File: src/rtl/ifu_fetch_unit.sv
// Instruction fetch unit: PC register, imem req/ready fetch, field decode, next-PC select.
// Optional fetch-address range/alignment checking is compiled in with IFU_ADDR_CHECK_EN.
module ifu_fetch_unit #(
  parameter logic [31:0] RESET_PC   = 32'h0000_3000,
  parameter int unsigned IMEM_WORDS = 1024
) (
  input  logic        clk,
  input  logic        reset,
  output logic        imem_req,
  output logic [31:0] imem_addr,
  input  logic        imem_ready,
  input  logic [31:0] imem_rdata,
  output logic        instr_valid,
  output logic [31:0] instr,
  output logic [5:0]  opcode,
  output logic [5:0]  funct,
  output logic [4:0]  rs,
  output logic [4:0]  rt,
  output logic [4:0]  rd,
  output logic [15:0] imm16,
  output logic [31:0] pc,
  output logic [31:0] pc_plus4,
  input  logic        npc_sel,
  input  logic        j_ctl,
  input  logic        jr_ctl,
  input  logic        bltzal,
  input  logic        zero,
  input  logic        positive,
  input  logic [31:0] rs_data,
  output logic        fetch_err
);

  typedef enum logic [1:0] {
    S_IDLE  = 2'd0,
    S_FETCH = 2'd1,
    S_EXEC  = 2'd2
`ifdef IFU_ADDR_CHECK_EN
    , S_ERR = 2'd3
`endif
  } state_t;

  state_t      state_q, state_d;
  logic [31:0] pc_q, pc_d;
  logic [31:0] instr_q, instr_d;
  logic [31:0] npc;
  logic [31:0] br_target;

  assign pc_plus4  = pc_q + 32'd4;
  assign br_target = pc_plus4 + {{14{instr_q[15]}}, instr_q[15:0], 2'b00};

  // Priority order matters: jr beats j when the decoder asserts both.
  always_comb begin
    npc = pc_plus4;
    if (jr_ctl)
      npc = rs_data;
    else if (j_ctl)
      npc = {pc_plus4[31:28], instr_q[25:0], 2'b00};
    else if (bltzal && !positive && !zero)
      npc = br_target;
    else if (npc_sel && !bltzal && zero)
      npc = br_target;
  end

`ifdef IFU_ADDR_CHECK_EN
  localparam logic [32:0] ADDR_END = {1'b0, RESET_PC} + (33'(IMEM_WORDS) << 2);

  logic err_q, err_d;
  logic addr_ok;

  assign addr_ok   = (npc[1:0] == 2'b00) && (npc >= RESET_PC) && ({1'b0, npc} < ADDR_END);
  assign fetch_err = err_q;
`else
  assign fetch_err = 1'b0;
`endif

  always_comb begin
    state_d = state_q;
    pc_d    = pc_q;
    instr_d = instr_q;
`ifdef IFU_ADDR_CHECK_EN
    err_d   = err_q;
`endif
    case (state_q)
      S_IDLE:  state_d = S_FETCH;
      S_FETCH: begin
        if (imem_ready) begin
          instr_d = imem_rdata;
          state_d = S_EXEC;
        end
      end
      S_EXEC: begin
        pc_d    = npc;
        state_d = S_FETCH;
`ifdef IFU_ADDR_CHECK_EN
        if (!addr_ok) begin
          err_d   = 1'b1;
          state_d = S_ERR;
        end
`endif
      end
`ifdef IFU_ADDR_CHECK_EN
      S_ERR:   state_d = S_ERR;
`endif
      default: state_d = S_IDLE;
    endcase
  end

  always_ff @(posedge clk or posedge reset) begin
    if (reset) begin
      state_q <= S_IDLE;
      pc_q    <= RESET_PC;
      instr_q <= 32'd0;
`ifdef IFU_ADDR_CHECK_EN
      err_q   <= 1'b0;
`endif
    end else begin
      state_q <= state_d;
      pc_q    <= pc_d;
      instr_q <= instr_d;
`ifdef IFU_ADDR_CHECK_EN
      err_q   <= err_d;
`endif
    end
  end

  assign imem_req    = (state_q == S_FETCH);
  assign imem_addr   = pc_q;
  assign instr_valid = (state_q == S_EXEC);
  assign instr       = instr_q;
  assign pc          = pc_q;
  assign opcode      = instr_q[31:26];
  assign rs          = instr_q[25:21];
  assign rt          = instr_q[20:16];
  assign rd          = instr_q[15:11];
  assign funct       = instr_q[5:0];
  assign imm16       = instr_q[15:0];

endmodule
File: config.mk
export PLATFORM = sky130hd
export DESIGN_NAME = ifu_fetch_unit
export DESIGN_NICKNAME = d
export VERILOG_FILES = /design/src/rtl/ifu_fetch_unit.sv
export SDC_FILE = /design/constraint.sdc
export NUM_CORES = 1
export LEC_CHECK = 0
export CORE_ASPECT_RATIO = 1.1
export CORE_UTILIZATION = 47
export CTS_BUF_LIST = sky130_fd_sc_hd__clkbuf_4 sky130_fd_sc_hd__clkbuf_8 sky130_fd_sc_hd__clkbuf_16
export DETAILED_ROUTE_END_ITERATION = 16
export GPL_TIMING_DRIVEN = 0
export PLACE_DENSITY = 0.91
export SYNTH_ARGS = -nofsm -noshare
export SYNTH_HDL_FRONTEND = slang
export SYNTH_SLANG_ARGS = --single-unit
File: constraint.sdc
create_clock -name clk -period 11.9 [get_ports clk]
set_input_delay 1.785 -clock clk [delete_from_list [all_inputs] [get_ports clk]]
set_output_delay 1.785 -clock clk [all_outputs]
set_load 0.005 [all_outputs]
; After elaboration in Yosys (flattened, before gate mapping)
; Cells that the tools add are included.
[op_classes]
addsub = 2
n_eq_ne = 3
n_mux = 6
reduce_logical = 10
[ops]
columns = op, n
row1 = 32-bit two-way mux, 4
row2 = "32-bit by 3-bit adder with 32-bit output, second input constant", 1
row3 = 32-bit adder, 1
row4 = 1-bit logical AND, 4
row5 = 2-bit case mux with 2 select lines, 1
row6 = 1-bit logical NOT, 3
row7 = "2-bit by 1-bit == test with 1-bit output, second input constant", 1
row8 = "2-bit == test, second input constant", 1
row9 = 2-bit logical NOT, 1
row10 = 2-bit two-way mux, 1
row11 = "2-bit by 1-bit != test with 1-bit output, second input constant", 1
row12 = 2-bit AND reduction, 1
row13 = 2-bit OR reduction, 1
[totals]
reg_bits = 66
word_cells = 24

; Logic depth before layout (Yosys ltp)
; Gate-level depths: netlist (run 1).
[logic_depth]
depth_word = 7
ltp_mapped = 19

; Worst setup path after synthesis (run 1)
; No wires, ideal clock.
[synth_path]
path_kind = reg2reg
from = register pc_q[8], in the netlist imem_addr[8]
to = register pc_q[28], in the netlist imem_addr[28]
setup_time_ps = 69
path_slack_ps = 7903
path_stages_with_launch = 18
arrival_time_ps = 3928
path_cell_list = dfrtp_1 > and4_1 > and3_1 > nor2b_1 > and3_1 > clkbuf_1 > and3_1 > nand3_1 > xnor2_1 > ha_1 > clkbuf_1 > a21oi_1 > or3b_2 > a41o_1 > a31o_1 > a21o_1 > a211o_1 > nand3_1
[synth_between]
elab_chain_len = 6
[synth_rtl]
columns = item, line_no
row1 = start: declaration, 43  ; logic [31:0] pc_q, pc_d;
row2 = start signal: assignment, 118  ; pc_q <= pc_d;
row3 = 32-bit by 3-bit adder with 32-bit output (*), 48  ; assign pc_plus4 = pc_q + 32'd4;
row4 = via pc_plus4[22], 22  ; output logic [31:0] pc_plus4,
row5 = 32-bit adder (*), 49  ; assign br_target = pc_plus4 + {{14{instr_q[15]}}, instr_q[15:0], 2'b00};
row6 = 32-bit two-way mux, 60  ; else if (npc_sel && !bltzal && zero)
row7 = 32-bit two-way mux (*), 58  ; else if (bltzal && !positive && !zero)
row8 = 32-bit two-way mux (*), 56  ; else if (j_ctl)
row9 = 32-bit two-way mux (*), 54  ; if (jr_ctl)
; The timed path passes the listed nets; every way through them passes the cells marked *.
; A chain may end at the register's enable or synchronous reset.

; Worst setup path after layout (run 1)
[layout_path]
from = register pc_q[2], in the netlist imem_addr[2]
to = output pc_plus4[30]
[layout_between]
elab_chain_len = 1
[layout_rtl]
columns = item, line_no
row1 = 32-bit by 3-bit adder with 32-bit output, 48
row2 = end: declaration, 22
; No other way between the ends.

==> load_flow_metrics.sql, run 1 <==
INSERT INTO impl_metrics (metric_group, metric, value, unit) VALUES
('cells_and_area', 'drive_gt1_frac', '0.102', ''),
('floorplanning', 'rows', '42', ''),
('synthesis', 'syn-num-nets', '859', ''),
('cells_and_area', 'number_of_filler_instances_in_the_final_layout', '952', ''),
('clock_tree', 'cts_hold_buffers', '0', ''),
('clock_tree', 'cts_made_buffers', '9', ''),
('place', 'routabilityCongestion', '0.917', ''),
('synthesis', 'synth_enable_flop_cells', '0', ''),
('synthesis', 'synth_cells', '749', ''),
('routing', 'num_vias', '6640', ''),
('timing', 'setup_ws', '6470', 'ps'),
('synthesis', 'synth_area_leaders', 'sky130_fd_sc_hd__dfrtp_1, sky130_fd_sc_hd__buf_4, sky130_fd_sc_hd__nand2_1, sky130_fd_sc_hd__ha_1, sky130_fd_sc_hd__xnor2_1', ''),
('setup_path', 'critical_path.slowest_cell', 'sky130_fd_sc_hd__clkdlybuf4s50_1', ''),
('timing', 'max_fclk', '0.184', 'GHz'),
('synthesis', 'syn_avg_cell_area', '7.75', 'µm²'),
('setup_path', 'critical_path.endpoint_type', 'output port', ''),
('timing', 'measured_slew_at_the_worst_slew_check_pin', '962', 'ps'),
('routing', 'route.antenna.remaining_nets', '0', ''),
('routing', 'drcViolationCount', '0', ''),
('global_routing', 'number_of_antenna_violations_at_the_first_check_in_global_routing', '0', ''),
('routing', 'drtPass1Iterations', '5', ''),
('setup_path', 'timing.setup.critical_path_class', 'flop to output port', ''),
('synthesis', 'ys.warnings.count', '0', ''),
('global_routing', 'grt_util_all_layers', '0.333', ''),
('routing', 'routed_via_density', '5.71', ''),
('synthesis', 'synthMostInstantiatedCell', 'sky130_fd_sc_hd__nand2_1', ''),
('pwr', 'leakage', '3.89', 'nW'),
('clock_tree', 'numClockSinks', '66', ''),
('timing', 'timing.final.crit_period', '5430', 'ps'),
('synthesis', 'synthArstFlopShare', '1.00', ''),
('clock_tree', 'htree_num_levels', '3', ''),
('place', 'detailed_place_hpwl', '16100', 'µm'),
('setup_path', 'critPathTopFamily', 'simple AND/OR/NAND/NOR gates', ''),
('timing', 'maxSlewHeadroom', '0.359', ''),
('timing', 'skew', '8.55', 'ps'),
('clock_tree', 'clk_transition_reported_paths', '60', 'ps'),
('min_path', 'hold_class', 'flop to flop', ''),
('setup_path', 'arrival', '3650', 'ps'),
('timing', 'setup_total_neg_slack', '0', 'ps'),
('synthesis', 'netlist.top_cell.by_area', 'sky130_fd_sc_hd__dfrtp_1', ''),
('pwr', 'ir_drop', '138', 'µV'),
('synthesis', 'synthDominantCellAreaShare', '0.276', ''),
('routing', 'detail_route.iter0.violations', '571', ''),
('setup_path', 'cp_common_cell', 'sky130_fd_sc_hd__and3_1', ''),
('place', 'pre_cts_slack', '6870', 'ps'),
('cells_and_area', 'finish.cell_count_without_fillers', '1163', ''),
('setup_path', 'critical_path_peak_fanout', '6', ''),
('clock_tree', 'clock_root_buffer_master', 'sky130_fd_sc_hd__clkbuf_16', ''),
('job', 'cap_violations', '0', ''),
('timing', 'final.hold.worst_slack', '474', 'ps'),
('cells_and_area', 'multi_input_area', '0.00339', 'mm²'),
('synthesis', 'synth-seq-cells', '66', ''),
('clock_tree', 'cts_tree', 'done', ''),
('global_routing', 'vias_in_the_first_global_route', '6292', ''),
('setup_path', 'crit_buf_inv', '2', ''),
('global_routing', 'grt_first_pass_wirelength', '33100', 'µm'),
('floorplanning', 'placeableCoreArea', '0.0120', 'mm²'),
('timing', 'timing.final.crit_share', '0.457', ''),
('setup_path', 'worstPathCellList', 'ha_1, nand3_1, nor2b_1, and3_1, clkbuf_1, and3_1, and3_1, nand3_1, xnor2_1, clkdlybuf4s50_1', ''),
('synthesis', 'synthTopCellsByCount', 'sky130_fd_sc_hd__nand2_1, sky130_fd_sc_hd__buf_4, sky130_fd_sc_hd__dfrtp_1, sky130_fd_sc_hd__a21oi_1, sky130_fd_sc_hd__nor2_1', ''),
('timing', 'setup_viol_count_final', '0', ''),
('routing', 'routed_wire_length_per_instance', '18.3', 'µm'),
('timing', 'final_hold_viol_count', '0', ''),
('routing', 'finalWirelength', '21200', 'µm'),
('cells_and_area', 'num_antenna_cells', '0', ''),
('clock_tree', 'ctsResizeCount', '0', ''),
('setup_path', 'critPathLaunchType', 'flop', ''),
('floorplanning', 'start_util', '0.483', ''),
('place', 'place.detailed.instances', '1147', ''),
('clock_tree', 'cts.path.max_buffers', '2', ''),
('run_status', 'outcome', 'finished, final reports clean', '');
## layer usage
layer	up-vias	routed length, µm	share of wire	track usage
met2	369	10400	0.49	0.559
met4	0	576	0.027	0.124
li1	3066	-	-	-
met5	-	0	0	0
met3	52	2080	0.098	0.0717
met1	3153	8140	0.38	0.415
## registers in the layout, summed over array words and instances (netlist names)
register and count:
imem_addr 32, instr 32, state_q 2
## area by class of cell
cell class,count,area share
sequential,66,0.189
clock inverter,7,0.00802
timing repair buffer,244,0.279
inverter,14,0.00630
buffer,110,0.0807
multi-input combinational,559,0.388
clock buffer,9,0.0258
tap,154,0.0220
## metrics by stage
stage / total power [W] / area, µm² / util
after global routing: 0.00244 / 8740 / 0.726
after global placement: 0.00195 / 8440 / 0.701
after detailed placement: 0.00199 / 8440 / 0.702
final: 0.00229 / 8740 / 0.726
after floorplan: 0.00128 / 5810 / -
after CTS: 0.00227 / 8740 / 0.726
## cells in the final DEF, fill, tap and decap left out, drive strengths merged, types with 12 or more instances in the layout
master,synthesis,layout
nand3,21,21
clkdlybuf4s50,0,244
o211ai,14,14
clkbuf,29,38
xor2,23,23
nand2,154,154
and3,21,21
nor2,49,49
a21oi,53,53
inv,13,13
o21ai,37,37
ha,36,36
a21o,12,12
xnor2,30,30
dfrtp,64,64
buf,81,81
## worst reg2reg max path, stage by stage, from the launching register on
cell and delay, ps:
sky130_fd_sc_hd__dfrtp_1 520, sky130_fd_sc_hd__ha_1 320, sky130_fd_sc_hd__nand3_1 230, sky130_fd_sc_hd__nor2b_1 230, sky130_fd_sc_hd__and3_1 170, sky130_fd_sc_hd__clkbuf_1 270
sky130_fd_sc_hd__and3_1 310, sky130_fd_sc_hd__nand3_1 120, sky130_fd_sc_hd__xnor2_1 430, sky130_fd_sc_hd__ha_1 320, sky130_fd_sc_hd__clkbuf_1 230, sky130_fd_sc_hd__a21oi_1 230
sky130_fd_sc_hd__or3b_2 460, sky130_fd_sc_hd__a41o_1 230, sky130_fd_sc_hd__a31o_1 230, sky130_fd_sc_hd__xor2_1 140, sky130_fd_sc_hd__mux2i_1 240, sky130_fd_sc_hd__o22ai_1 120
## cell families (layout without fill, tap and decap cells)
group / count (synthesis) / in the layout / synth area share
and+or+nand+nor: 281 / 281 / 0.211
buffers and inverters: 124 / 384 / 0.131
adders and majority gates: 37 / 37 / 0.0810
other: 1 / 1 / 0.000646
DFF: 66 / 66 / 0.285
muxes: 2 / 2 / 0.00345
AOI/OAI and AO/OA: 185 / 185 / 0.209
xor gates and xnor gates: 53 / 53 / 0.0799
## where the power goes
part / total [W] / internal (W) / switching (W)
clock network: 0.000267 / 0.000162 / 0.000105
registers: 0.000479 / 0.000309 / 0.000170
logic: 0.00154 / 0.000862 / 0.000682
total: 0.00229 / 0.00133 / 0.000957
## final timing paths
kind | cells after the start | startpoint | endpoint | slack [ps]
max in group asynchronous | 2 | reset | imem_addr[15] | 9380
min in group asynchronous | 2 | reset | instr[26] | 1960
max | 10 | imem_addr[2] | pc_plus4[30] | 6470
max reg2reg | 17 | imem_addr[2] | imem_addr[24] | 6960
min | 1 | state_q[0] | state_q[0] | 470
min reg2reg | 1 | state_q[0] | state_q[0] | 470
No activity file was read; power rests on OpenSTA's default activity.
==> run 2: changes to the inputs <==
--- a/config.mk
+++ b/config.mk
@@ -6,11 +6,11 @@
 export NUM_CORES = 1
 export LEC_CHECK = 0
 export CORE_ASPECT_RATIO = 1.1
-export CORE_UTILIZATION = 47
+export CORE_UTILIZATION = 40
 export CTS_BUF_LIST = sky130_fd_sc_hd__clkbuf_4 sky130_fd_sc_hd__clkbuf_8 sky130_fd_sc_hd__clkbuf_16
 export DETAILED_ROUTE_END_ITERATION = 16
 export GPL_TIMING_DRIVEN = 0
-export PLACE_DENSITY = 0.91
+export PLACE_DENSITY = 0.83
 export SYNTH_ARGS = -nofsm -noshare
 export SYNTH_HDL_FRONTEND = slang
 export SYNTH_SLANG_ARGS = --single-unit
==> constraint.sdc (replaced) <==
create_clock -name clk -period 4.4 [get_ports clk]
set_input_delay 0.66 -clock clk [delete_from_list [all_inputs] [get_ports clk]]
set_output_delay 0.66 -clock clk [all_outputs]
set_load 0.005 [all_outputs]
==> run 2 against run 1 <==
Effect of this change: first-iteration DRC count increased by 16%; worst setup slack got worse by 6400 ps; clock skew decreased by 1.7 ps; total power increased to 2.7 times the previous value; via count decreased by 0.48%; critical path type is now flop to flop; critical path depth increased by 6; utilization decreased by 9.2 points; hold slack got worse by 10 ps.
==> load_flow_metrics.sql, run 2 (synthesis results as in run 1) <==
INSERT INTO impl_metrics (metric_group, metric, value, unit) VALUES
('global_routing', 'grt_start_max_net_pins', '67', ''),
('timing', 'final_hold_viol_count', '0', ''),
('routing', 'route.antenna.remaining_nets', '0', ''),
('timing', 'setup_total_neg_slack', '0', 'ps'),
('routing', 'num_vias', '6608', ''),
('floorplanning', 'dieHeight', '128', 'µm'),
('timing', 'timing.final.crit_share', '0.987', ''),
('timing', 'setup_viol_count_final', '0', ''),
('global_routing', 'grt_first_pass_wirelength', '32700', 'µm'),
('cells_and_area', 'register_area', '0.00166', 'mm²'),
('timing', 'measured_slew_at_the_worst_slew_check_pin', '935', 'ps'),
('clock_tree', 'cts_made_buffers', '9', ''),
('place', 'routabilityCongestion', '0.932', ''),
('clock_tree', 'clk_transition_reported_paths', '50', 'ps'),
('floorplanning', 'placeableCoreArea', '0.0140', 'mm²'),
('cells_and_area', 'drive_gt1_frac', '0.126', ''),
('timing', 'setup_ws', '58.9', 'ps'),
('setup_path', 'critical_path.endpoint_type', 'flop', ''),
('cells_and_area', 'layout.cells.most_common_list', 'sky130_fd_sc_hd__clkdlybuf4s50_1, sky130_fd_sc_hd__nand2_1, sky130_fd_sc_hd__buf_4', ''),
('place', 'pre_cts_slack', '-328', 'ps'),
('min_path', 'holdCritStartpoint', 'state_q[0]', ''),
('setup_path', 'critPathRequiredTime', '4600', 'ps'),
('place', 'place.detailed.instances', '1181', ''),
('timing', 'max_fclk', '0.230', 'GHz'),
('floorplanning', 'start_util', '0.416', ''),
('timing', 'timing.final.crit_period', '4340', 'ps'),
('routing', 'drtPass1Iterations', '6', ''),
('cells_and_area', 'number_of_filler_instances_in_the_final_layout', '1255', ''),
('global_routing', 'global_route.overflow_total', '0', ''),
('routing', 'drcViolationCount', '0', ''),
('clock_tree', 'cts_tree', 'done', ''),
('pwr', 'ir_drop', '328', 'µV'),
('setup_path', 'cp-startpoint', 'imem_addr[4]', ''),
('global_routing', 'vias_in_the_first_global_route', '6242', ''),
('clock_tree', 'htree_num_levels', '3', ''),
('pwr', 'leakage', '3.92', 'nW'),
('timing', 'skew', '6.81', 'ps'),
('cells_and_area', 'finish.cell_count_without_fillers', '1198', ''),
('cells_and_area', 'final_util', '0.634', ''),
('timing', 'grt_setup_unrepaired', 'true', ''),
('setup_path', 'timing.setup.critical_path_class', 'flop to flop', ''),
('cells_and_area', 'flow.area_growth_from_synthesis', '52.4', '%'),
('clock_tree', 'clock_root_buffer_master', 'sky130_fd_sc_hd__clkbuf_16', ''),
('floorplanning', 'top_level_ports', '247', ''),
('place', 'place.port_buffers', '244', ''),
('floorplanning', 'die-area', '0.0150', 'mm²'),
('global_routing', 'grt_util_all_layers', '0.285', ''),
('floorplanning', 'rows', '45', ''),
('clock_tree', 'clkLatencyLatePin', '340', 'ps'),
('timing', 'final-max-slew-violation-count', '0', ''),
('clock_tree', 'cts.path.max_buffers', '2', ''),
('setup_path', 'timing.rr.start', 'imem_addr[4]', ''),
('pwr', 'powerDensity', '703', 'mW/mm²'),
('min_path', 'hold_class', 'flop to flop', ''),
('cells_and_area', 'finalNetCount', '1115', ''),
('routing', 'routed_via_density', '5.52', ''),
('setup_path', 'critPathLaunchType', 'flop', ''),
('place', 'detailed_place.area', '0.00849', 'mm²'),
('routing', 'routed_wire_length_per_instance', '18.0', 'µm'),
('setup_path', 'critical_path_peak_fanout', '7', ''),
('job', 'cap_violations', '0', ''),
('cells_and_area', 'multi_input_area', '0.00346', 'mm²'),
('routing', 'finalWirelength', '21600', 'µm'),
('cells_and_area', 'num_antenna_cells', '0', ''),
('global_routing', 'number_of_antenna_violations_at_the_first_check_in_global_routing', '1', ''),
('setup_path', 'regToRegSetupSlack', '60', 'ps'),
('timing', 'maxSlewHeadroom', '0.377', ''),
('cells_and_area', 'commonest_non_fill_non_tap_cell_in_the_layout', 'sky130_fd_sc_hd__clkdlybuf4s50_1', ''),
('floorplanning', 'fp.dieW', '117', 'µm'),
('setup_path', 'arrival', '4550', 'ps'),
('place', 'detailed_place_hpwl', '16400', 'µm'),
('cells_and_area', 'design_area', '0.00885', 'mm²'),
('clock_tree', 'numClockSinks', '66', ''),
('routing', 'detail_route.iter0.violations', '660', ''),
('run_status', 'outcome', 'finished, final reports clean', '');
==> run 2: routing by layer <==
| layer | track usage | routed length, µm | up-vias |
|---|---|---|---|
| li1 | - | - | 3081 |
| met5 | 0 | 0 | - |
| met2 | 0.485 | 10700 | 359 |
| met3 | 0.0570 | 2000 | 46 |
| met4 | 0.115 | 570 | 0 |
| met1 | 0.353 | 8340 | 3122 |
==> run 2: cell type report <==
cell class / count / share of cell area
inverters: 14 / 0.00622
multi-input cells: 559 / 0.390
clock buffers: 13 / 0.0295
clock inverters: 3 / 0.00170
well taps: 188 / 0.0266
plain buffers: 108 / 0.0790
flip-flops and latches: 66 / 0.188
repair buffers: 247 / 0.278
==> run 2: per-stage QoR <==
| step | hold slack, ps | total power, W |
|---|---|---|
| finish | 464 | 0.00623 |
| global route | 490 | 0.00664 |
| CTS | 464 | 0.00611 |
| detailed placement | 458 | 0.00538 |
| global placement | 448 | 0.00530 |
| floorplan | 433 | 0.00345 |
==> run 2: path summary, 6_finish.rpt <==
kind / end / cells after the start
setup / recovery: imem_addr[24] / 16
hold / removal: state_q[0] / 1
setup reg to reg: imem_addr[24] / 16
hold reg to reg: state_q[0] / 1
max in group asynchronous: imem_addr[5] / 2
min in group asynchronous: instr[26] / 2
==> run 2: power breakdown <==
group / switching [W] / internal (W)
clock network: 0.000262 / 0.000413
logic: 0.00188 / 0.00238
registers: 0.000453 / 0.000843
total: 0.00259 / 0.00363
==> run 2: repair_timing <==
action                     CTS  global route
resized for setup            8            15
buffers inserted             0             3
pin swaps                    0             2
hold buffers                 0             0
setup endpoints to repair    6             8
==> run 2: worst max-delay path: stages (launching register included) <==
cell	delay, ps
sky130_fd_sc_hd__dfrtp_2	470
sky130_fd_sc_hd__and3_1	240
sky130_fd_sc_hd__and3_1	200
sky130_fd_sc_hd__and2_1	270
sky130_fd_sc_hd__and4_2	340
sky130_fd_sc_hd__and3_1	240
sky130_fd_sc_hd__nand2_1	110
sky130_fd_sc_hd__xnor2_2	260
sky130_fd_sc_hd__ha_1	320
sky130_fd_sc_hd__a21o_1	190
sky130_fd_sc_hd__a21oi_2	150
sky130_fd_sc_hd__or3b_2	450
sky130_fd_sc_hd__a41o_1	220
sky130_fd_sc_hd__a31o_1	230
sky130_fd_sc_hd__xor2_1	140
sky130_fd_sc_hd__mux2i_1	260
sky130_fd_sc_hd__o22ai_1	110
==> run 3: changes to the inputs <==
--- a/config.mk
+++ b/config.mk
@@ -10,6 +10,7 @@
 export CTS_BUF_LIST = sky130_fd_sc_hd__clkbuf_4 sky130_fd_sc_hd__clkbuf_8 sky130_fd_sc_hd__clkbuf_16
 export DETAILED_ROUTE_END_ITERATION = 16
 export GPL_TIMING_DRIVEN = 0
+export HOLD_SLACK_MARGIN = 0.15
 export PLACE_DENSITY = 0.83
 export SYNTH_ARGS = -nofsm -noshare
 export SYNTH_HDL_FRONTEND = slang
==> constraint.sdc (replaced) <==
create_clock -name clk -period 3.9 [get_ports clk]
set_input_delay 0.585 -clock clk [delete_from_list [all_inputs] [get_ports clk]]
set_output_delay 0.585 -clock clk [all_outputs]
set_load 0.005 [all_outputs]
==> run 3 against run 2 <==
Effect of this change: design area increased by 9.4%; critical path depth unchanged; total power increased by 28%; the flow now finishes with violations (negative setup slack); largest power group unchanged.
==> load_flow_metrics.sql, run 3 (synthesis results as in run 1) <==
INSERT INTO impl_metrics (metric_group, metric, value, unit) VALUES
('cells_and_area', 'drive_gt1_frac', '0.202', ''),
('timing', 'skew', '9.63', 'ps'),
('clock_tree', 'clock_root_buffer_master', 'sky130_fd_sc_hd__clkbuf_16', ''),
('global_routing', 'number_of_antenna_violations_at_the_first_check_in_global_routing', '0', ''),
('timing', 'final-max-slew-violation-count', '0', ''),
('timing', 'grt_setup_unrepaired', 'true', ''),
('floorplanning', 'dieHeight', '128', 'µm'),
('global_routing', 'grt_util_all_layers', '0.289', ''),
('routing', 'drcViolationCount', '0', ''),
('setup_path', 'critPathTopFamily', 'simple AND/OR/NAND/NOR gates', ''),
('clock_tree', 'cts_hold_buffers', '0', ''),
('place', 'routabilityCongestion', '0.950', ''),
('clock_tree', 'clkLatencyLatePin', '340', 'ps'),
('pwr', 'ir_drop', '332', 'µV'),
('cells_and_area', 'flow.area_growth_from_synthesis', '66.7', '%'),
('timing', 'final_hold_viol_count', '0', ''),
('min_path', 'hold_class', 'flop to flop', ''),
('cells_and_area', 'num_antenna_cells', '0', ''),
('timing', 'maxSlewHeadroom', '0.226', ''),
('routing', 'routed_wire_length_per_instance', '18.2', 'µm'),
('routing', 'detail_route.iter0.violations', '590', ''),
('setup_path', 'critPathLaunchType', 'flop', ''),
('cells_and_area', 'design_area', '0.00968', 'mm²'),
('clock_tree', 'htree_num_levels', '3', ''),
('global_routing', 'grt_start_max_net_pins', '67', ''),
('pwr', 'leakage', '4.23', 'nW'),
('setup_path', 'critical_path.slowest_cell', 'sky130_fd_sc_hd__or3b_4', ''),
('pwr', 'internal-power', '0.00479', 'W'),
('cells_and_area', 'finalNetCount', '1150', ''),
('pwr', 'sequentialPowerShare', '0.184', ''),
('setup_path', 'worstPathCellList', 'and3_4, and3_4, and2_4, and4_4, and3_4, nand2_2, xnor2_2, ha_1, a21o_1, a21oi_2, or3b_4, a41o_1, a31o_1, a21o_1, a211o_1, nand3_1', ''),
('job', 'cap_violations', '0', ''),
('timing', 'final.hold.worst_slack', '468', 'ps'),
('clock_tree', 'clk_transition_reported_paths', '60', 'ps'),
('floorplanning', 'die-area', '0.0150', 'mm²'),
('clock_tree', 'cts_made_buffers', '9', ''),
('setup_path', 'timing.setup.critical_path_class', 'flop to flop', ''),
('timing', 'timing.final.crit_period', '3910', 'ps'),
('run_status', 'outcome', 'finished, violations left', ''),
('floorplanning', 'top_level_ports', '247', ''),
('run_status', 'violations', 'negative setup slack', ''),
('clock_tree', 'cts_tree', 'done', ''),
('pwr', 'powerDensity', '821', 'mW/mm²'),
('floorplanning', 'start_util', '0.416', ''),
('global_routing', 'global_route.overflow_total', '0', ''),
('global_routing', 'vias_in_the_first_global_route', '6248', ''),
('setup_path', 'critical_path_peak_fanout', '5', ''),
('floorplanning', 'placeableCoreArea', '0.0140', 'mm²'),
('timing', 'measured_slew_at_the_worst_slew_check_pin', '1160', 'ps'),
('routing', 'routed_via_density', '5.48', ''),
('pwr', 'report.power.total', '0.00795', 'W'),
('place', 'detailed_place.area', '0.00850', 'mm²'),
('setup_path', 'crit_buf_inv', '0', ''),
('setup_path', 'cp_common_cell', 'sky130_fd_sc_hd__and3_4', ''),
('clock_tree', 'cts.path.max_buffers', '2', ''),
('pwr', 'switchingPower', '0.00316', 'W'),
('routing', 'drtPass1Iterations', '6', ''),
('floorplanning', 'rows', '45', ''),
('pwr', 'power_switching_share', '0.398', ''),
('cells_and_area', 'number_of_filler_instances_in_the_final_layout', '1121', ''),
('timing', 'setup_viol_count_final', '1', ''),
('place', 'place.detailed.instances', '1181', ''),
('setup_path', 'slowest_delay', '380', 'ps'),
('setup_path', 'critical_path.endpoint_type', 'flop', ''),
('clock_tree', 'numClockSinks', '66', ''),
('cells_and_area', 'commonest_non_fill_non_tap_cell_in_the_layout', 'sky130_fd_sc_hd__clkdlybuf4s50_1', ''),
('routing', 'route.antenna.remaining_nets', '0', ''),
('cells_and_area', 'layout.cells.most_common_list', 'sky130_fd_sc_hd__clkdlybuf4s50_1, sky130_fd_sc_hd__nand2_1, sky130_fd_sc_hd__buf_4', ''),
('timing', 'timing.final.crit_share', '1.00', ''),
('routing', 'num_vias', '6753', ''),
('pwr', 'comb_power_share', '0.683', ''),
('setup_path', 'critPathRequiredTime', '4180', 'ps'),
('floorplanning', 'fp.dieW', '117', 'µm'),
('timing', 'max_fclk', '0.256', 'GHz'),
('setup_path', 'arrival', '4180', 'ps'),
('routing', 'finalWirelength', '22500', 'µm'),
('place', 'place.port_buffers', '244', ''),
('pwr', 'pwr-share-clk', '0.133', ''),
('timing', 'setup_ws', '-5.58', 'ps'),
('global_routing', 'grt_first_pass_wirelength', '33100', 'µm'),
('cells_and_area', 'finish.cell_count_without_fillers', '1233', ''),
('place', 'detailed_place_hpwl', '16500', 'µm');
## run 3: cell types whose count changed in the layout (fill, tap and decap cells not counted), moves of 6 or more
cell | before | now
sky130_fd_sc_hd__ha_4 | 0 | 9
sky130_fd_sc_hd__xnor2_1 | 27 | 18
sky130_fd_sc_hd__and3_4 | 0 | 6
sky130_fd_sc_hd__ha_1 | 34 | 26
sky130_fd_sc_hd__buf_4 | 81 | 115
## run 3: path summary, 6_finish.rpt
path / startpoint / end / slack, ps / cells past startpoint
min: state_q[0] / state_q[0] / 470 / 1
max in group asynchronous: reset / imem_addr[4] / 2490 / 2
min reg2reg: state_q[0] / state_q[0] / 470 / 1
max: imem_addr[5] / imem_addr[28] / -6 / 16
max reg2reg: imem_addr[5] / imem_addr[28] / -6 / 16
min in group asynchronous: reset / instr[1] / 780 / 2
## run 3: final cells by class
class                   count  area [µm²]  area share
plain buffers             108         711      0.0734
clock buffers              12         267      0.0275
clock inverters             4         120      0.0124
inverters                  14        55.1     0.00569
multi-input cells         559        3900       0.403
flip-flops and latches     66        1670       0.172
well taps                 188         235      0.0243
repair buffers            282        2730       0.282
## run 3: power groups by stage
stage	clock [W]	combinational, W	sequential (W)
floorplan	0	0.00260	0.00130
global placement	0	0.00454	0.00142
detailed placement	0	0.00462	0.00143
CTS	0.00106	0.00496	0.00141
global route	0.00108	0.00585	0.00150
finish	0.00106	0.00543	0.00146
## run 3: worst register-to-register path, cell delays in order (launching register included)
cell                      delay (ps)
sky130_fd_sc_hd__dfrtp_2         370
sky130_fd_sc_hd__and3_4          210
sky130_fd_sc_hd__and3_4          220
sky130_fd_sc_hd__and2_4          180
sky130_fd_sc_hd__and4_4          280
sky130_fd_sc_hd__and3_4          230
sky130_fd_sc_hd__nand2_2          70
sky130_fd_sc_hd__xnor2_2         150
sky130_fd_sc_hd__ha_1            320
sky130_fd_sc_hd__a21o_1          200
sky130_fd_sc_hd__a21oi_2         170
sky130_fd_sc_hd__or3b_4          380
sky130_fd_sc_hd__a41o_1          240
sky130_fd_sc_hd__a31o_1          230
sky130_fd_sc_hd__a21o_1          230
sky130_fd_sc_hd__a211o_1         270
sky130_fd_sc_hd__nand3_1          80
## run 3: layer usage
metal  share of wire  up-vias  track usage
met5               0        -            0
met1            0.39     3145        0.369
li1                -     3145            -
met4           0.033        0        0.118
met2            0.49      392        0.479
met3           0.093       71       0.0532
## run 3: timing repair
action,4_1_cts,5_1_grt
pin swaps,10,26
gates resized for setup,43,48
setup endpoints to repair,15,9
setup buffers,17,21
## run 3: through the flow
step / worst slack [ps] / util / TNS [ps]
finish: -5.58 / 0.693 / -5.58
global route: -78.0 / 0.693 / -253
CTS: 5.87 / 0.660 / 0
detailed placement: -611 / 0.609 / -3870
global placement: -568 / 0.608 / -3380
floorplan: 25.4 / - / 0
==> edit 1 (flow settings as in run 3) <==
Add a define of `IFU_ADDR_CHECK_EN`.
--- a/src/rtl/ifu_fetch_unit.sv
+++ b/src/rtl/ifu_fetch_unit.sv
@@ -1,5 +1,7 @@
 // Instruction fetch unit: PC register, imem req/ready fetch, field decode, next-PC select.
 // Optional fetch-address range/alignment checking is compiled in with IFU_ADDR_CHECK_EN.
+`define IFU_ADDR_CHECK_EN
+
 module ifu_fetch_unit #(
   parameter logic [31:0] RESET_PC   = 32'h0000_3000,
   parameter int unsigned IMEM_WORDS = 1024
Check against the original RTL: not equivalent (a bounded check fails within 4 cycles, from zero or initial values and one cycle with reset high).
==> edit 1 against run 3 <==
The run still ends with negative setup slack left; critical path depth rose by 2; design area is 13% higher; critical endpoint is now fetch_err; global-route usage is 3.1 points higher; sequential cell count increased by 1; worst setup slack worse by 0.40 ns; area after synthesis increased by 8.9%; routed wire length rose by 33%.
Power is left out: it rests on default switching activity, and per cell area and clock period it moved more than threefold.
==> edit 1: results (changes against run 3) <==
| Metric | Value |
|---|---|
| Post-Syn Instances | `764 (+2.0%)` |
| Yosys Warn Count | `0 (unchanged)` |
| Worst r2r dst | `fetch_err` |
| Largest net degree at the start of global routing | `68 (+1.5%)` |
| Worst reg2reg path startpoint | `imem_addr[2]` |
| DR pass1 iterations | `7 (+1)` |
| CTS clk-pin slew, worst paths | `0.06 ns (about the same)` |
| Status | `complete, but fails checks` |
| Routed wire per std cell | `22.9 um (+26%)` |
| Skew final | `0.0110 ns (+0.00138 ns)` |
| # setup viols final | `3 (+2)` |
| Synthesized netlist net count | `872 (+1.5%)` |
| Worst slew pin tran | `0.921 ns (-0.239 ns)` |
| Post-synth top cells | `nand2_1 (98), buf_4 (77), dfrtp_1 (65), a21oi_1 (54), o21ai_0 (46)` |
| Dpl hpwl | `18.6 mm (+13%)` |
| Initial antenna violation count | `0 (unchanged)` |
| Number of global-route vias before repair | `7441 (+19%)` |
| Worst Hold Endpoint | `fetch_err` |
| CP Max Fanout | `10 (+5)` |
| Hold WC Path Type | `reg -> reg` |
| Final TNS setup | `-0.861 ns (-0.855 ns)` |
| Hold path depth | `1 (unchanged)` |
| FFs w/ async S/R, synth | `100% (unchanged)` |
| Layout cells sized above 1 | `33.3% (+13 points)` |
| Hold path startpoint | `fetch_err` |
| Distinct cell type count after synthesis | `78 (+34%)` |
| Via count | `8164 (+21%)` |
| Final worst slack | `-0.410 ns (-0.405 ns)` |
| GRT Overall Usage | `32.0% (+3.1 points)` |
| Inst Count DP | `1205 (+2.0%)` |
| Seq/Total Area, Yosys | `26.6% (-1.9 points)` |
| CTS Buf Count | `9 (unchanged)` |
| Most used DFF post-synth | `dfrtp_1` |
| Max Root-Sink Buffers | `2 (unchanged)` |
| Pre-CTS WS | `-1.07 ns (-0.455 ns)` |
| Synth area leaders | `dfrtp_1 (26%), buf_4 (9.1%), ha_1 (6.7%)` |
| Clk_lat worst skew | `0.35 ns` |
| Routed vias/inst | `6.28 (+15%)` |
| H-tree depth | `3 (unchanged)` |
| Placer's final routability congestion estimate | `0.983 (+3.5%)` |
| Iter 0 DRT Violations | `1094 (+85%)` |
| Number of port buffers | `245 (+0.41%)` |
| Violated checks | `negative setup slack` |
| First-pass GRT wire length | `40.1 mm (+21%)` |
| FF-to-FF path depth | `18 (+2)` |
| Filler instances | `1006 (-10%)` |
| Root buf cell | `clkbuf_16` |
| Diode count | `0 (unchanged)` |
edit 1: cell count changes after synthesis, moves of 7 or more:
cell | before | now
clkbuf_1 | 29 | 22
mux2_2 | 0 | 35
o21ai_1 | 12 | 2
nor2_1 | 49 | 38
o21ai_0 | 25 | 46
nor4_1 | 0 | 11
xnor2_1 | 30 | 21
nand2_1 | 154 | 98
o21a_1 | 2 | 11
nor3_1 | 11 | 20
edit 1: critical path, cell delays in order (launching register included):
cell and delay (ns):
dfrtp_2 0.42, ha_4 0.15, and4_4 0.31, nand2_1 0.12, nor3_2 0.21, xor2_1 0.24
ha_1 0.28, buf_6 0.15, a21oi_4 0.16, buf_4 0.13, o21a_1 0.19, or3_1 0.15
a21oi_1 0.11, a21oi_1 0.36, nand2_1 0.19, nor4b_4 0.31, nand4_1 0.23, nor4_4 0.36
o21bai_1 0.10
edit 1: timing repair:
action                                  CTS  global route
buffers inserted                         48            33
endpoints found under the setup margin   16             5
gates resized for setup                 103           104
gates cloned                              0             0
pin swaps                                29            50
edit 1: worst max path at each step:
stage,startpoint,to,slack (ns)
3_3_place_gp,imem_addr[2],state_q[1],-1.05
2_1_floorplan,imem_addr[2],fetch_err,0.02
3_5_place_dp,imem_addr[2],state_q[1],-1.07
5_1_grt,imem_addr[3],state_q[1],-0.46
4_1_cts,imem_addr[2],fetch_err,-0.22
6_report,imem_addr[2],fetch_err,-0.41
edit 1: through the flow:
| step | util [%] | hold WS [ns] | instance area (sq um) |
|---|---|---|---|
| detailed placement | 59.3 | 0.472 | 9020 |
| floorplan | - | 0.468 | 6320 |
| finish | 72.0 | 0.486 | 11000 |
| global route | 72.0 | 0.504 | 11000 |
| CTS | 66.9 | 0.487 | 10200 |
| global placement | 59.2 | 0.465 | 9020 |
edit 1: final cells by class:
type                            instances  share of cell area, %
Multi-Input combinational cell        572                   44.1
Timing Repair Buffer                  326                   28.0
Sequential cell                        67                   15.5
Buffer                                105                   6.37
Tap cell                              196                   2.24
Clock buffer                            9                   2.05
Clock inverter                          6                   1.05
Inverter                               18                  0.639
edit 1: logic make-up after synthesis:
family,Yosys count,synth area share (%)
xor gates and xnor gates,43,5.96
adders and majority gates,35,7.04
buffers and inverters,125,12.0
AOI/OAI and AO/OA,197,20.4
DFF,67,26.6
muxes,39,6.87
and+or+nand+nor,258,21.2
edit 1: per-layer routing:
layer	part of all wire, %	global-route usage (%)	vias up
li1	-	-	3384
met1	34	38.5	3824
met2	47	53.6	742
met3	12	6.85	214
met4	6.7	16.0	0
met5	0	0	-
==> edit 2 (flow settings as in run 3) <==
Without the edit above. Take the reset off `instr_q` and load it in a clocked block of its own.
--- a/src/rtl/ifu_fetch_unit.sv
+++ b/src/rtl/ifu_fetch_unit.sv
@@ -109,18 +109,20 @@
     if (reset) begin
       state_q <= S_IDLE;
       pc_q    <= RESET_PC;
-      instr_q <= 32'd0;
 `ifdef IFU_ADDR_CHECK_EN
       err_q   <= 1'b0;
 `endif
     end else begin
       state_q <= state_d;
       pc_q    <= pc_d;
-      instr_q <= instr_d;
 `ifdef IFU_ADDR_CHECK_EN
       err_q   <= err_d;
 `endif
     end
+  end
+
+  always_ff @(posedge clk) begin
+    instr_q <= instr_d;
   end
 
   assign imem_req    = (state_q == S_FETCH);
Function: differs if reset is asserted again (counterexample within 4 cycles, from zero or initial values and one cycle with reset high); with reset held inactive, the same outputs for 4 cycles.
==> edit 2 against run 3 <==
Combinational power down 27%; via count down 9.5%; area after synthesis down 1.9%; sequential cell count unchanged; worst setup slack better by 0.075 ns; routed wire length down 6.5%; global-route usage down 0.76 points; first-iteration DRC count down 33%; design area down 8.2%; power down 23%; critical endpoint is now imem_addr[30]; largest cell class unchanged; largest power group unchanged.
==> edit 2: results (changes against run 3) <==
| Metric | Value |
|---|---|
| Multi-input gate share of total cell area | `36.6% (-3.7 points)` |
| Final wirelength | `21.0 mm (-6.5%)` |
| Syn Std Cell Area | `5690 sq um (-1.9%)` |
| Crit-path slowest cell | `dfrtp_2` |
| Met1 usage | `35.2% (-1.7 points)` |
| Sequential share of cell area | `20.5% (+3.3 points)` |
| Post-Syn Instances | `671 (-10%)` |
| Most used DFF post-synth | `edfxtp_1` |
| Status | `finished clean` |
| # setup viols final | `0 (-1)` |
| Iter 0 DRT Violations | `396 (-33%)` |
| Post-synth top cells | `buf_4 (78), nor2_1 (68), a21oi_1 (64), nand2_1 (61), o21ai_0 (39)` |
| Via count | `6111 (-9.5%)` |
| Global Route met2 Usage | `48.5% (+0.60 points)` |
| Filler instances | `1237 (+10%)` |
| Placer's final routability congestion estimate | `0.952 (+0.21%)` |
| Pre-CTS WS | `-0.380 ns (+0.231 ns)` |
| Static Leak | `3.67 nW (-13%)` |
| CP peak stage delay | `0.45 ns (+0.07 ns)` |
| Buffering overhead | `36.3% (+0.74 points)` |
| Synth area leaders | `edfxtp_1 (17%), dfrtp_1 (14%), buf_4 (10%)` |
| Internal | `3.63 mW (-24%)` |
| Met3 routed WL | `1.74 mm (-17%)` |
| XOR/XNOR Fraction of Synth Area | `8.00% (about the same)` |
| #FFs+latches synth | `66 (unchanged)` |
| Post-synth EDFFs | `32 (+32)` |
| DR pass1 iterations | `5 (-1)` |
| Placed Instance Area | `8360 sq um (-1.6%)` |
| Final std cells w/o fill | `1132 (-8.2%)` |
| Synthesized netlist net count | `781 (-9.1%)` |
| First-pass GRT wire length | `31.3 mm (-5.5%)` |
| Worst path arrival time | `4.06 ns (-0.12 ns)` |
| WL met2 | `10.5 mm (-3.9%)` |
| Dpl hpwl | `15.7 mm (-4.7%)` |
| GRT Overall Usage | `28.1% (-0.76 points)` |
| Layout cells sized above 1 | `15.7% (-4.5 points)` |
| Slew headroom | `25.4% (+2.8 points)` |
| Power share of the sequential group | `21.5% (+3.1 points)` |
| Non-clk bufs | `359 (-7.9%)` |
| Post-Synth Adder-Cell Area | `8.26% (+0.16 points)` |
| Invs w/o clock | `15 (+1)` |
| Skew final | `0.00797 ns (-0.00166 ns)` |
| CP Max Fanout | `7 (+2)` |
| ClkCell Share | `3.32% (-0.67 points)` |
| Met1 WL | `8.36 mm (-4.3%)` |
| Multiplexer share of the synthesized area | `1.23% (+0.89 points)` |
| Compound-gate portion of the synthesized area | `22.2% (+1.3 points)` |
| Number of port buffers | `243 (-0.41%)` |
| Distinct cell type count after synthesis | `65 (+12%)` |
| Seq/Total Area, Yosys | `31.9% (+3.4 points)` |
| Routing usage on met3 | `5.46% (+0.13 points)` |
| Number of global-route vias before repair | `5708 (-8.6%)` |
| Fin nets | `1049 (-8.8%)` |
| VDD IR max | `0.000445 V (+34%)` |
| Comb_multi_in | `488 (-13%)` |
| Seq group | `1.32 mW (-9.6%)` |
| FFs w/ async S/R, synth | `51.5% (-48 points)` |
| Area grow syn2layout | `56.1%` |
==> edit 2: repair_timing <==
action / CTS / global route
gates cloned: 0 / 0
endpoints found under the setup margin: 9 / 15
setup buffers: 0 / 14
hold endpoints to repair: 0 / 0
resized for setup: 10 / 18
pin swaps: 0 / 7
==> edit 2: critical path, delay by kind of cell (launching register included) <==
| kind | cells | cell delay (ns) |
|---|---|---|
| buf+inv | 3 | 0.53 |
| fa+ha+maj | 1 | 0.26 |
| flops | 1 | 0.45 |
| simple gates | 5 | 0.79 |
| xor+xnor | 2 | 0.50 |
| compound gates | 7 | 1.19 |
==> edit 2: final timing paths <==
kind,start,end,slack (ns),depth (start not counted)
hold reg to reg,state_q[0],state_q[0],0.49,1
hold / removal,state_q[0],state_q[0],0.49,1
max in group asynchronous,reset,imem_addr[3],2.59,2
min in group asynchronous,reset,imem_addr[31],0.73,2
setup / recovery,imem_addr[6],imem_addr[30],0.07,18
setup reg to reg,imem_addr[6],imem_addr[30],0.07,18
